### config.mk
export PLATFORM = sky130hd
export DESIGN_NAME = uart_telemetry_tx
export DESIGN_NICKNAME = d
export VERILOG_FILES = /design/src/rtl/uart_telemetry_tx.sv
export SDC_FILE = /design/constraint.sdc
export NUM_CORES = 1
export LEC_CHECK = 0
export BUFFER_PORTS_ARGS = -buffer_cell sky130_fd_sc_hd__clkbuf_2
export CAP_MARGIN = 40
export CORE_MARGIN = 3
export CORE_UTILIZATION = 51
export DETAILED_ROUTE_END_ITERATION = 8
export GPL_TIMING_DRIVEN = 0
export PLACE_DENSITY_LB_ADDON = 0.3
export SLEW_MARGIN = 15
export SYNTH_ARGS = -nofsm -noshare
export SYNTH_HDL_FRONTEND = slang
export SYNTH_SLANG_ARGS = --single-unit
### constraint.sdc
create_clock -name clk -period 2.3 [get_ports clk]
set_clock_uncertainty 0.05 [all_clocks]
set_input_delay 0.345 -clock clk [delete_from_list [all_inputs] [get_ports clk]]
set_output_delay 0.345 -clock clk [all_outputs]
set_load 0.01 [all_outputs]
### src/rtl/uart_telemetry_tx.sv
// uart_telemetry_tx: snapshots NUM_CHN rpm values and sends one 8N1 frame, LSB first:
//   0x91, then per channel {chn[2:0], sat[12:8]} and sat[7:0], then 0xFF.
// Ports:
//   clk        system clock
//   rst        synchronous reset, active-high; a 0xFF resync byte follows release
//   tx_start_i request one frame; only honoured in IDLE
//   rpm_bus_i  NUM_CHN signed DATA_WIDTH rpm values, ch0 in the lowest field
//   busy_o     frame or resync byte in progress
//   done_o     one-cycle pulse when a frame completes
//   uart_tx    serial line, idle high
// Optional feature: define TELEM_AUTO_EN to add a periodic trigger every PERIOD_CYCLES cycles.
module uart_telemetry_tx #(
    parameter int CLK_FREQ      = 50_000_000,
    parameter int BAUD          = 115200,
    parameter int DATA_WIDTH    = 16,
    parameter int NUM_CHN       = 4,
    parameter int PERIOD_CYCLES = 5_000_000
) (
    input  logic                          clk,
    input  logic                          rst,
    input  logic                          tx_start_i,
    input  logic [NUM_CHN*DATA_WIDTH-1:0] rpm_bus_i,
    output logic                          busy_o,
    output logic                          done_o,
    output logic                          uart_tx
);
    localparam int BAUD_DIV = CLK_FREQ / BAUD;
    localparam int BW = BAUD_DIV > 1 ? $clog2(BAUD_DIV) : 1;
    localparam logic [BW-1:0] BLAST = BW'(BAUD_DIV - 1);
    localparam logic [1:0] LAST = 2'(NUM_CHN - 1);
    localparam logic signed [DATA_WIDTH-1:0] SMAX = DATA_WIDTH'(4095);
    localparam logic signed [DATA_WIDTH-1:0] SMIN = DATA_WIDTH'(-4096);

    typedef enum logic [2:0] {RESYNC, IDLE, CMD, HI, LO, ENDB} state_t;
    state_t state, state_n;
    logic [1:0] chn, chn_n;
    logic [NUM_CHN*DATA_WIDTH-1:0] snap;
    logic [8:0] sh;
    logic [3:0] bit_cnt;
    logic [BW-1:0] baud;
    logic arm, tx, done, done_n, go, accept, byte_done;
    logic [7:0] nb;
    logic [12:0] sat [NUM_CHN];

    for (genvar i = 0; i < NUM_CHN; i++) begin : g_sat
        assign sat[i] = $signed(snap[i*DATA_WIDTH +: DATA_WIDTH]) > SMAX ? 13'h0FFF :
                        $signed(snap[i*DATA_WIDTH +: DATA_WIDTH]) < SMIN ? 13'h1000 :
                        snap[i*DATA_WIDTH +: 13];
    end

`ifdef TELEM_AUTO_EN
    localparam int PW = PERIOD_CYCLES > 1 ? $clog2(PERIOD_CYCLES) : 1;
    logic [PW-1:0] pcnt;
    logic trig;
    assign trig = pcnt == PW'(PERIOD_CYCLES - 1);
    always_ff @(posedge clk) pcnt <= (rst || trig) ? '0 : pcnt + 1'b1;
    assign go = tx_start_i | trig;
`else
    logic unused_period;
    assign unused_period = |PERIOD_CYCLES;
    assign go = tx_start_i;
`endif

    assign accept    = state == IDLE && go;
    assign byte_done = state != IDLE && !arm && baud == BLAST && bit_cnt == 4'd9;

    always_comb begin
        state_n = state;
        chn_n   = chn;
        done_n  = 1'b0;
        case (state)
            IDLE:   if (go) begin state_n = CMD; chn_n = '0; end
            RESYNC: if (byte_done) state_n = IDLE;
            CMD:    if (byte_done) state_n = HI;
            HI:     if (byte_done) state_n = LO;
            LO:     if (byte_done) begin
                        state_n = chn == LAST ? ENDB : HI;
                        chn_n   = chn == LAST ? chn : chn + 1'b1;
                    end
            ENDB:   if (byte_done) begin state_n = IDLE; done_n = 1'b1; end
            default: state_n = IDLE;
        endcase
        // byte for the state being entered, so the next byte follows with no gap
        nb = state_n == CMD ? 8'h91 :
             state_n == HI  ? {1'b0, chn_n, sat[chn_n][12:8]} :
             state_n == LO  ? sat[chn_n][7:0] : 8'hFF;
    end

    always_ff @(posedge clk) begin
        if (rst) begin
            state   <= RESYNC;
            chn     <= '0;
            snap    <= '0;
            sh      <= 9'h1FF;
            bit_cnt <= '0;
            baud    <= '0;
            arm     <= 1'b1;
            tx      <= 1'b1;
            done    <= 1'b0;
        end else begin
            state <= state_n;
            chn   <= chn_n;
            done  <= done_n;
            // arm holds the line high for one cycle before the first start bit
            if (accept) begin
                snap <= rpm_bus_i;
                sh   <= {1'b1, nb};
                arm  <= 1'b1;
            end else if (arm) begin
                arm     <= 1'b0;
                tx      <= 1'b0;
                bit_cnt <= '0;
                baud    <= '0;
            end else if (state != IDLE) begin
                if (baud != BLAST) begin
                    baud <= baud + 1'b1;
                end else if (byte_done) begin
                    baud    <= '0;
                    bit_cnt <= '0;
                    tx      <= state_n == IDLE;
                    sh      <= {1'b1, nb};
                end else begin
                    baud    <= '0;
                    tx      <= sh[0];
                    sh      <= {1'b0, sh[8:1]};
                    bit_cnt <= bit_cnt + 1'b1;
                end
            end
        end
    end

    assign busy_o  = state != IDLE && !rst;
    assign done_o  = done;
    assign uart_tx = tx;
endmodule
==> results_dict.tcl <==
set metrics [dict create \
    drv_slew 0 \
    fin_nets 786 \
    max_stage_delay_ns 0.39 \
    detailed_place_hpwl_um 9510 \
    cp_num_buf_inv 2 \
    switching_share 0.243 \
    clk_latency_ns 0.37 \
    worst_pin_slew_ns 0.843 \
    grt_overflow 0 \
    power_frac_seq 0.552 \
    finalSetupTns_ns -1.23 \
    die_h_um 102 \
    powerDensity_nw_per_um2 502 \
    setup_viol 8 \
    worst_hold_path.endpoint "snap[18]$_SDFFE_PP0P_" \
    netlist.area_leader.share 0.404 \
    ys.flop_type "dfxtp_1" \
    min_path_cells 3 \
    fmax_mhz 399 \
    routed_wl_um 13900 \
    power.internal_w 0.00225 \
    total_power_w 0.00297 \
    hold_viol 0 \
    die_w_um 102 \
    routabilityCongestion 0.966 \
    synth_edf_count 0 \
    synth-compound-area-share 0.231 \
    ff_latch_area_um2 1900 \
    fin_crit_ns 2.51 \
    row_count 34 \
    syn_nets 676 \
    hold_path_class "input port to flop" \
    antenna_left 0 \
    yosys-top-cells-area "dfxtp_1 (40%), nand2_1 (12%), a21oi_1 (9.6%), nor2_1 (3.1%), o211ai_1 (3.1%)" \
    reg2regPathDepth 10 \
    numCtsBuffers 9 \
    fillers 702 \
    syn_area_um2 4660 \
    multi_input_area_um2 2750 \
    status "finished with violations" \
    clockRootBuffer "clkbuf_8" \
    power_leakage_nw 2.18 \
    r2r_slack_ns -0.21 \
    cts_hold_buf 0 \
    synth-xor-area-share 0.0131 \
    die_area_um2 10300 \
    worstPathRequired_ns 2.56 \
    drc 0 \
    arrival_ns 2.76 \
    comb_power_share 0.042 \
    synth_mux_area_frac 0.0212 \
    pwr-share-clk 0.406 \
    drt_iter0_markers 327 \
    synth.largest_area_cell "dfxtp_1" \
    r2r_end "sh[1]$_SDFFE_PP1P_" \
    grt_pass1_wl_um 21700 \
    first_pass_iters 6 \
    path_class "flop to flop" \
    synth_top_family_by_area "simple AND/OR/NAND/NOR gates" \
    core_region_area_um2 8810 \
    synthAdderAreaFrac 0.0107 \
    synth_cells 605 \
    start_util 0.530 \
    grt_max_degree 18 \
    endpoint_kind "flop" \
    ir_drop_uv 429 \
    path_max_fanout 4 \
    synth-seq-cells 94 \
    rsz0062_at_grt "true" \
    relSlewSlack 0.424 \
    synth_seq_area_share 0.404 \
    yosys.area_share.simple 0.271 \
    ys_warn_count 0 \
    synth-async-reset-ratio 0 \
    cts_tree "done" \
    startpoint_type "flop" \
    antenna_cells 0 \
    viasPerCell 5.79 \
    slowest_stage "dfxtp_4" \
    cts_sinks 94 \
    drive_above_1_share 0.253 \
    cp_cell_sequence "ha_4, nand4bb_4, nor4b_4, buf_4, mux2i_4, buf_6, mux2_4, a32oi_2, o31ai_2, a21oi_1" \
    finalCoreUtilization 0.671 \
    path_clk_slew_ns 0.10 \
    setup_ws_ns -0.205 \
    failed_checks "negative setup slack" \
    antenna_found_initial 0 \
    port_buffers 68 \
    p_switching_w 0.000719 \
    grtUsageTotal 0.267 \
    synth_cell_types 59 \
    area_growth_pct 26.8 \
    post_synth.cell_area_avg_um2 7.71 \
    avgRoutedWirePerCell_um 16.8 \
    htree_levels 3 \
    timing.final.crit_share 1.09 \
    drv_cap 0 \
    vias 4790 \
    hp-start "rpm_bus_i[18]" \
    critical_path.top_delay_family "multiplexers" \
    grt_pass1_vias 4498 \
    clockBufferDepth 2 \
    r2r-start "bit_cnt[0]$_SDFFE_PP0P_" \
    num_io_pins 70 \
]
stage by stage:
step,cell area [um2],hold slack [ns],worst slack [ns],std cells
after global placement,5160,0.393,-0.559,781
after CTS,5820,0.130,-0.167,822
after floorplan,4690,0.382,0.0113,605
final,5910,0.131,-0.205,828
after global routing,5910,0.127,-0.291,828
after detailed placement,5160,0.398,-0.583,781
cells by family after synthesis:
kind of cell | after synthesis
AOI/OAI and AO/OA | 180
buffers and inverters | 50
and+or+nand+nor | 261
adders and majority gates | 4
xor gates and xnor gates | 7
DFF | 94
muxes | 9
registers in the layout, indices dropped and copies added (netlist names):
name / count
arm: 1
sh: 9
uart_tx: 1
baud: 9
state: 3
bit_cnt: 4
snap: 64
chn: 2
done_o: 1
layout by cell type (no fill, tap or decap), types with 3 or more instances in the layout:
cell type	n
mux2_4	3
and3_1	3
xnor2_1	4
nand3_1	19
nor2_2	6
clkbuf_8	10
buf_4	27
a221oi_1	3
or3_1	4
nand2_1	155
nor3_1	11
dfxtp_2	3
buf_1	5
nor4_1	3
mux2i_1	3
a21oi_2	4
o21ai_2	4
or2_2	4
clkbuf_2	69
nor2_1	32
dfxtp_4	3
a211oi_1	5
xor2_1	3
buf_12	3
o211ai_1	19
clkbuf_1	24
a21oi_1	85
inv_6	3
nand4_1	3
dfxtp_1	88
o21ai_0	26
buf_6	7
and2_1	4
inv_1	7
o22ai_1	3
per-layer routing:
layer	up-vias	global-route usage	wire [um]
li1	2343	-	-
met1	2181	0.343	5840
met2	231	0.432	6570
met3	35	0.0606	1060
met4	0	0.112	402
met5	-	0	0
worst register-to-register path: stages (launching register included):
cell and delay (ns):
dfxtp_4 0.39, ha_4 0.15, nand4bb_4 0.16, nor4b_4 0.35, buf_4 0.18, mux2i_4 0.27
buf_6 0.15, mux2_4 0.30, a32oi_2 0.18, o31ai_2 0.12, a21oi_1 0.13
power groups by stage:
stage,sequential (W),clock [W],combinational (W)
after floorplan,0.00168,0,0.0000461
after global placement,0.00168,0,0.000115
after detailed placement,0.00168,0,0.000118
after CTS,0.00163,0.00120,0.000127
after global routing,0.00164,0.00127,0.000139
final,0.00164,0.00120,0.000125
synth_stat cells, types with 5 or more instances:
cell type and number:
nand2_1 155, o211ai_1 19, a211oi_1 6, a21oi_1 89, clkbuf_1 26, o21ai_0 28
nand3_1 19, mux2i_1 5, nor2_1 38, buf_1 5, inv_1 9, dfxtp_1 94
nor3_1 11, o21ai_1 5
cell type report:
class | count | area share
buffer | 40 | 0.0360
sequential | 94 | 0.321
clock buffer | 10 | 0.0233
timing repair buffer | 100 | 0.114
inverter | 9 | 0.00572
clock inverter | 6 | 0.0129
tap | 108 | 0.0229
multi-input combinational | 461 | 0.464
worst max path at each step:
stage                                       start                  to  slack [ns]  cells after the start
final                     bit_cnt[0]$_SDFFE_PP0P_  sh[1]$_SDFFE_PP1P_       -0.21                     10
after global routing      bit_cnt[0]$_SDFFE_PP0P_  sh[1]$_SDFFE_PP1P_       -0.29                     10
after CTS                    baud[1]$_SDFFE_PP0P_  sh[0]$_SDFFE_PP1P_       -0.17                     11
after detailed placement     baud[0]$_SDFFE_PP0P_  sh[1]$_SDFFE_PP1P_       -0.58                      9
after global placement       baud[0]$_SDFFE_PP0P_  sh[1]$_SDFFE_PP1P_       -0.56                      9
after floorplan              baud[0]$_SDFFE_PP0P_  sh[0]$_SDFFE_PP1P_        0.01                      9
what timing repair did:
item                                    in CTS  in global routing
gates cloned                                 2                  0
buffers inserted                            23                  7
endpoints found under the setup margin      23                 23
gates resized for setup                     47                 16
pin swaps                                   24                 18
Power figures use the tool's default switching activity.
